$ cat src/rtl/bit_serializer_if.sv
// Load/stream bundle for bit_serializer.
//   load_data/load_len/load_valid/abort : requester -> serializer
//   load_ready                          : serializer accepts a word while high
//   x/x_valid                           : serial stream, MSB of the word first
//   busy/done                           : transfer in progress / one-cycle completion pulse
interface bit_serializer_if #(
  parameter int WIDTH = 16
);
  logic [WIDTH-1:0] load_data;
  logic [4:0]       load_len;
  logic             load_valid;
  logic             load_ready;
  logic             abort;
  logic             x;
  logic             x_valid;
  logic             busy;
  logic             done;

  modport master (
    output load_data, load_len, load_valid, abort,
    input  load_ready, x, x_valid, busy, done
  );

  modport slave (
    input  load_data, load_len, load_valid, abort,
    output load_ready, x, x_valid, busy, done
  );
endinterface

$ cat src/rtl/bit_serializer.sv
// Parallel-to-serial shifter feeding a downstream sequence detector.
// A word accepted in IDLE is sent MSB first, one bit per cycle, for the
// effective length N (0 or >WIDTH means WIDTH). The last bit is followed by a single
// DONE cycle. An abort in SHIFT drops the rest of the word without a done pulse.
// Ports:
//   clk : rising-edge clock
//   rst : synchronous active-low reset
//   bus : bit_serializer_if.slave (load request in, serial stream/status out)
// Every output is a flop; next values are computed from state and inputs
// and captured on the edge, so no input reaches an output combinationally.
module bit_serializer #(
  parameter int WIDTH = 16
) (
  input logic            clk,
  input logic            rst,
  bit_serializer_if.slave bus
);

  typedef enum logic [1:0] {IDLE, SHIFT, DONE} state_t;

  localparam logic [4:0] WL = 5'(WIDTH);

  state_t           state, state_d;
  logic [WIDTH-1:0] sr, sr_d;
  // Bits still to send after the one currently on x.
  logic [4:0]       cnt, cnt_d;
  logic             x_d, xv_d, busy_d, done_d, rdy_d;
  logic [4:0]       len_eff;

  assign len_eff = (bus.load_len == 5'd0 || bus.load_len > WL) ? WL : bus.load_len;

  always_comb begin
    state_d = state;
    sr_d    = sr;
    cnt_d   = cnt;
    x_d     = 1'b0;
    xv_d    = 1'b0;
    busy_d  = 1'b0;
    done_d  = 1'b0;
    rdy_d   = 1'b0;
    case (state)
      IDLE: begin
        rdy_d = 1'b1;
        // abort is meaningless here, so a simultaneous load still goes through.
        if (bus.load_valid) begin
          state_d = SHIFT;
          x_d     = bus.load_data[WIDTH-1];
          xv_d    = 1'b1;
          busy_d  = 1'b1;
          rdy_d   = 1'b0;
          sr_d    = bus.load_data << 1;
          cnt_d   = len_eff - 5'd1;
        end
      end
      SHIFT: begin
        busy_d = 1'b1;
        if (bus.abort) begin
          state_d = IDLE;
          sr_d    = '0;
          cnt_d   = '0;
          busy_d  = 1'b0;
          rdy_d   = 1'b1;
        end else if (cnt == 5'd0) begin
          // Stops on the count, so bits below N never reach x.
          state_d = DONE;
          sr_d    = '0;
          done_d  = 1'b1;
        end else begin
          x_d   = sr[WIDTH-1];
          xv_d  = 1'b1;
          sr_d  = sr << 1;
          cnt_d = cnt - 5'd1;
        end
      end
      DONE: begin
        state_d = IDLE;
        rdy_d   = 1'b1;
      end
      default: begin
        state_d = IDLE;
        sr_d    = '0;
        cnt_d   = '0;
        rdy_d   = 1'b1;
      end
    endcase
  end

  always_ff @(posedge clk) begin
    if (!rst) begin
      state          <= IDLE;
      sr             <= '0;
      cnt            <= '0;
      bus.x          <= 1'b0;
      bus.x_valid    <= 1'b0;
      bus.busy       <= 1'b0;
      bus.done       <= 1'b0;
      bus.load_ready <= 1'b1;
    end else begin
      state          <= state_d;
      sr             <= sr_d;
      cnt            <= cnt_d;
      bus.x          <= x_d;
      bus.x_valid    <= xv_d;
      bus.busy       <= busy_d;
      bus.done       <= done_d;
      bus.load_ready <= rdy_d;
    end
  end

endmodule

$ cat src/flat_wrapper.sv
// flat-port wrapper written by rule: the top's interface ports become plain ports
module bit_serializer_flat 
#(
  parameter int WIDTH = 16
)
  (clk, rst, bus_load_data, bus_load_len, bus_load_valid, bus_abort, bus_load_ready, bus_x, bus_x_valid, bus_busy, bus_done);
  bit_serializer_if #(.WIDTH(WIDTH)) bus_i ();
  input logic clk;
  input logic rst;
  input wire logic [$bits(bus_i.load_data)-1:0] bus_load_data;
  input wire logic [$bits(bus_i.load_len)-1:0] bus_load_len;
  input wire logic [$bits(bus_i.load_valid)-1:0] bus_load_valid;
  input wire logic [$bits(bus_i.abort)-1:0] bus_abort;
  output wire logic [$bits(bus_i.load_ready)-1:0] bus_load_ready;
  output wire logic [$bits(bus_i.x)-1:0] bus_x;
  output wire logic [$bits(bus_i.x_valid)-1:0] bus_x_valid;
  output wire logic [$bits(bus_i.busy)-1:0] bus_busy;
  output wire logic [$bits(bus_i.done)-1:0] bus_done;
  assign bus_i.load_data = bus_load_data;
  assign bus_i.load_len = bus_load_len;
  assign bus_i.load_valid = bus_load_valid;
  assign bus_i.abort = bus_abort;
  assign bus_load_ready = bus_i.load_ready;
  assign bus_x = bus_i.x;
  assign bus_x_valid = bus_i.x_valid;
  assign bus_busy = bus_i.busy;
  assign bus_done = bus_i.done;
  bit_serializer #(.WIDTH(WIDTH)) u_core (.clk(clk), .rst(rst), .bus(bus_i));
endmodule
$ cat config.mk
export PLATFORM = sky130hd
export DESIGN_NAME = bit_serializer_flat
export DESIGN_NICKNAME = d
export VERILOG_FILES = /design/src/rtl/bit_serializer_if.sv /design/src/rtl/bit_serializer.sv /design/src/flat_wrapper.sv
export SDC_FILE = /design/constraint.sdc
export NUM_CORES = 1
export LEC_CHECK = 0
export BUFFER_PORTS_ARGS = -buffer_cell sky130_fd_sc_hd__buf_2
export CORE_ASPECT_RATIO = 0.5
export CORE_MARGIN = 2
export CORE_UTILIZATION = 45
export CTS_BUF_LIST = sky130_fd_sc_hd__clkbuf_8
export DETAILED_ROUTE_END_ITERATION = 8
export GPL_TIMING_DRIVEN = 0
export PLACE_DENSITY_LB_ADDON = 0.2
export SLEW_MARGIN = 20
export SYNTH_ARGS = -nofsm -noshare
export SYNTH_HDL_FRONTEND = slang
export SYNTH_SLANG_ARGS = --single-unit
$ cat constraint.sdc
create_clock -name clk -period 4.4 [get_ports clk]
set_input_delay 0.44 -clock clk [delete_from_list [all_inputs] [get_ports clk]]
set_output_delay 0.44 -clock clk [all_outputs]
set_load 0.005 [all_outputs]
# ---- After elaboration in Yosys (flattened, before gate mapping)
# Index checks and enable logic that the tools add are counted.
dict set report totals {
  ff_bits 28
  inputBits 25
  out_inout_bits 5
  wordCells 54
}
dict set report op_classes {
  addsub 2
  magnitude_cmp 1
  n_eq_ne 5
  muxes 27
  bitwise_logic 3
  reduce_logical 8
}
# cell n
set ops {}
lappend ops {{16-bit 2-to-1 mux} 3}
lappend ops {{16-bit one-hot mux with 3 select lines} 1}
lappend ops {{5-bit 2-to-1 mux} 4}
lappend ops {{5-bit one-hot mux with 3 select lines} 1}
lappend ops {{5-bit zero test} 2}
lappend ops {{1-bit 2-to-1 mux} 10}
lappend ops {{5-bit by 1-bit subtractor with 5-bit output (second input constant)} 2}
lappend ops {{1-bit one-hot mux with 2 select lines} 4}
lappend ops {{2-bit 2-to-1 mux} 3}
lappend ops {{5-bit greater-than comparator (second input constant)} 1}
lappend ops {{2-bit one-hot mux with 2 select lines} 1}
lappend ops {{2-bit AND reduction} 2}
lappend ops {{3-bit by 2-bit inequality test with 1-bit output (second input constant)} 1}
lappend ops {{3-bit inequality test (second input constant)} 1}
lappend ops {{1-bit inverter} 3}
lappend ops {{3-bit AND reduction} 1}
lappend ops {{3-bit OR reduction} 1}
lappend ops {{2-bit by 1-bit == test with 1-bit output (second input constant)} 1}
lappend ops {{2-bit == test (second input constant)} 1}
lappend ops {{2-bit zero test} 1}
lappend ops {{2-bit inequality test (second input constant)} 1}
lappend ops {{1-bit logical OR} 1}

# ---- Depth between registers and ports, before layout
dict set report logic_depth {
  depth_word 6
  ltp_mapped 8
}

# ---- Worst setup path before layout
# Ideal clock, no wire load.
dict set report synth_path {
  path_kind {flip-flop to flip-flop}
  start {register u_core.cnt[0]}
  end {register u_core.sr[10]}
  setup_time_ps 123
  arrival_time_ps 1764
  slack_ps 2513
  stages_incl_launch_ff 9
  cell_sequence {dfxtp_1 -> inv_1 -> ha_1 -> or4b_1 -> buf_2 -> nor3b_4 -> buf_6 -> a222oi_1 -> inv_1}
}
dict set report synth_between {
  elab_chain_len 4
}
# element line
set synth_rtl {}
lappend synth_rtl {{start, declared} bit_serializer.sv:26} ;# logic [4:0] cnt, cnt_d;
lappend synth_rtl {{start signal, assigned} bit_serializer.sv:101} ;# cnt <= cnt_d;
lappend synth_rtl {{5-bit zero test} bit_serializer.sv:63} ;# end else if (cnt == 5'd0) begin
lappend synth_rtl {{16-bit 2-to-1 mux} bit_serializer.sv:63}
lappend synth_rtl {{16-bit 2-to-1 mux} bit_serializer.sv:57} ;# if (bus.abort) begin
lappend synth_rtl {{16-bit one-hot mux with 3 select lines} bit_serializer.sv:41} ;# case (state)
lappend synth_rtl {{end signal, assigned} bit_serializer.sv:100} ;# sr <= sr_d;
lappend synth_rtl {{end, declared} bit_serializer.sv:24} ;# logic [WIDTH-1:0] sr, sr_d;
# No other way between the ends.
# A chain may end at the register's enable or synchronous reset.

# ---- Worst setup path after layout
dict set report layout_path {
  start {register u_core.cnt[0]}
  end {register u_core.sr[13]}
}
# The elaborated chain is that of the path after synthesis.

==> summary.txt <==
Run status
  – Status: finished clean

Synthesis
  – FF+latch count, synth: 27
  – Syn Inst Count: ~140
  – Post-synth top area share: 43.6%
  – Yosys top cell by area: dfxtp_1
  – Sequential fraction of the synthesis area: 43.6%
  – Synth Cell Area: 1240 sq um
  – Yosys Warn Count: 0
  – Mean area per synthesized cell: 9.18 sq um
  – Synth area leaders: dfxtp_1, a222oi_1, inv_1
  – Syn_nets: 163
  – Netlist cell types: 38

Die
  – Initial core utilization: 47.6%
  – Die area: 3220 sq um
  – Die width: 78.2 um
  – Num rows: 13
  – Core region area: ~2600 sq um
  – Die Y: 41.1 um
  – I/O Pins: 30

Run
  – MaxCap Viol Count: 0

STA
  – Hold Slack: 0.389 ns
  – Hold Vio Cnt, Final: 0
  – Fmax: 481 MHz
  – Final worst path period share: approximately 47%
  – Fin. max-slew vios: 0
  – Worst-Margin Slew: 0.659 ns
  – Final setup vio count: 0
  – Crit path time final: 2.08 ns
  – Slew headroom: 56.0%
  – Setup Skew: 0.00563 ns
  – Final setup TNS: 0 ns
  – RSZ-0062 raised after global routing: false

Power
  – Sw power: 0.137 mW
  – Combinational power share: 20.6%
  – Internal power: ~0.38 mW
  – Pwr/cell area: 348 nW/um^2
  – Maximum vdd drop: 258 uV
  – Sw Share: 26.7%
  – Total power draw: 0.513 mW
  – Sequential Power Share: 53.5%
  – Leakage: 0.719 nW
  – Clock power frac: between 20% and 30%

Final layout
  – Commonest cells after routing, fill and taps aside: buf_2, dfxtp_1, inv_1, a222oi_1, nor2_1
  – Final core occ: between 50% and 60%
  – Multi-input gate area: 588 sq um
  – Post-Layout Cell Count: approximately 210
  – Synth-to-Final Area Change: 19.1%
  – Most common cell after layout, fill and taps aside: buf_2
  – Share of cells above drive strength 1: 22.0%
  – Filler cells: 251
  – # diodes: 0
  – Area occupied by registers: around 540 sq um
  – Final nets: 197

Min path
  – Worst hold stages: 3
  – Worst hold path class: input port to flop

Global routing
  – Vias in the first global route: around 950
  – Largest net degree at the start of global routing: 15
  – First-pass GRT wire length: 4020 um
  – Gr usage total: roughly 16%
  – Total grt overflow: 0
  – Initial antenna violation count: 0

Place
  – Port Buf Inserts: 29
  – DP HPWL: around 1800 um
  – GPL Wtd Cong: 0.814
  – Placed cell count: 201

Route
  – Routed Antenna Nets: 0
  – Via count of the routed design: 1117
  – Drt via density: 5.45
  – Final WL: 2490 um
  – Initial DRC Count: 130
  – Initial DRT Pass Iterations: 5
  – Drt wl/cell: 12.2 um
  – # DRC: 0

Worst setup path
  – Type of origin of the critical path: flop
  – Crit Path Class: flop to flop
  – Crit path capture type: flop
  – FF-to-FF path depth: 8
  – Max FO, Critical Path: 10
  – WP data required: roughly 4.6 ns
  – Critical Path AT: around 2.2 ns

Clock tree
  – Cts repair resizes: 0
  – Max Buffers Root-to-Sink: 2
  – CTS Buf Count: 3
  – Root buffer cell: clkbuf_8
  – Worst-path clk slew: around 0.090 ns
  – Post-CTS setup buffers: 0
  – Clk_lat worst skew: 0.27 ns
  – CTS tree: built
  – Max H-tree Level: 1
  – Cts hold-fix bufs: 0
  – Sink Count: 27
power by group through the flow:
stage               Combinational, mW  Clock [mW]  Sequential, mW
global route                    0.118       0.146           0.277
CTS                             0.105       0.136           0.274
detailed placement              0.103           0           0.280
global placement                0.104           0           0.280
floorplan                      0.0739           0           0.278
finish                          0.106       0.133           0.275
path summary, 6_finish.rpt:
kind / slack (ns) / to / from
setup / recovery: 2.32 / u_core.sr[13] / u_core.cnt[0]
hold / removal: 0.39 / u_core.sr[3] / bus_load_data[2]
setup reg to reg: 2.32 / u_core.sr[13] / u_core.cnt[0]
hold reg to reg: 0.48 / u_core.sr[3] / u_core.sr[3]
flip-flops by register name, summed over array words and instances (netlist names):
register / count
u_core.bus.x: 1
u_core.cnt: 5
u_core.bus.x_valid: 1
u_core.state: 2
u_core.bus.done: 1
u_core.sr: 15
u_core.bus.busy: 1
u_core.bus.load_ready: 1
final cells by class:
type	count	area share [%]
Buffer	8	2.71
Timing Repair Buffer	29	9.83
Inverter	19	4.83
Multi-Input combinational cell	81	39.8
Clock inverter	1	0.254
Tap cell	37	3.14
Sequential cell	27	36.6
Clock buffer	3	2.80
logic make-up after synthesis:
kind of cell	share of synthesized area (%)
buffers and inverters	8.98
adders and majority gates	3.03
muxes	0.807
AOI/OAI and AO/OA	24.7
xor gates and xnor gates	0.706
DFF	43.6
and+or+nand+nor	18.2
cell usage after synthesis:
| library cell | n |
|---|---|
| o21ba_2 | 1 |
| or3b_1 | 1 |
| and2_1 | 3 |
| nor2b_1 | 4 |
| mux2i_1 | 1 |
| o21bai_1 | 1 |
| buf_2 | 2 |
| o21ai_1 | 3 |
| ha_1 | 3 |
| o32a_1 | 1 |
| or4b_1 | 1 |
| clkbuf_1 | 5 |
| a32oi_1 | 2 |
| a222oi_1 | 14 |
| or3_1 | 1 |
| a21oi_1 | 2 |
| nor3_1 | 1 |
| nor4_1 | 1 |
| a21boi_1 | 1 |
| o211ai_1 | 1 |
| nor3b_1 | 3 |
| o21ai_0 | 1 |
| o221ai_1 | 1 |
| nor2_1 | 12 |
| xnor2_1 | 1 |
| o2111a_1 | 1 |
| a21o_1 | 1 |
| nand3b_1 | 1 |
| dfxtp_1 | 27 |
| o22ai_1 | 5 |
| nor3b_4 | 1 |
| inv_1 | 19 |
| buf_6 | 1 |
| a311o_1 | 1 |
| or4_1 | 1 |
| nand2b_1 | 4 |
| nand2_1 | 5 |
| a22oi_1 | 1 |
worst max-delay path: stages (launching register included):
cell	delay, ns
dfxtp_1	0.33
inv_1	0.07
ha_1	0.20
or4b_1	0.44
buf_2	0.18
nor3b_4	0.18
buf_6	0.15
a222oi_1	0.34
inv_1	0.07
metal layers:
layer	GRT usage [%]	up-vias	share of wire [%]
met5	0	-	0
met1	20.3	514	51
met3	4.85	4	7.1
li1	-	563	-
met4	3.95	0	0.56
met2	29.1	36	41
per-stage QoR:
step | setup slack [ns] | area [sq um]
finish | 2.32 | 1480
global route | 2.20 | 1480
CTS | 2.33 | 1480
detailed placement | 2.28 | 1430
global placement | 2.26 | 1430
floorplan | 2.51 | 1240
Power figures use the tool's default switching activity.
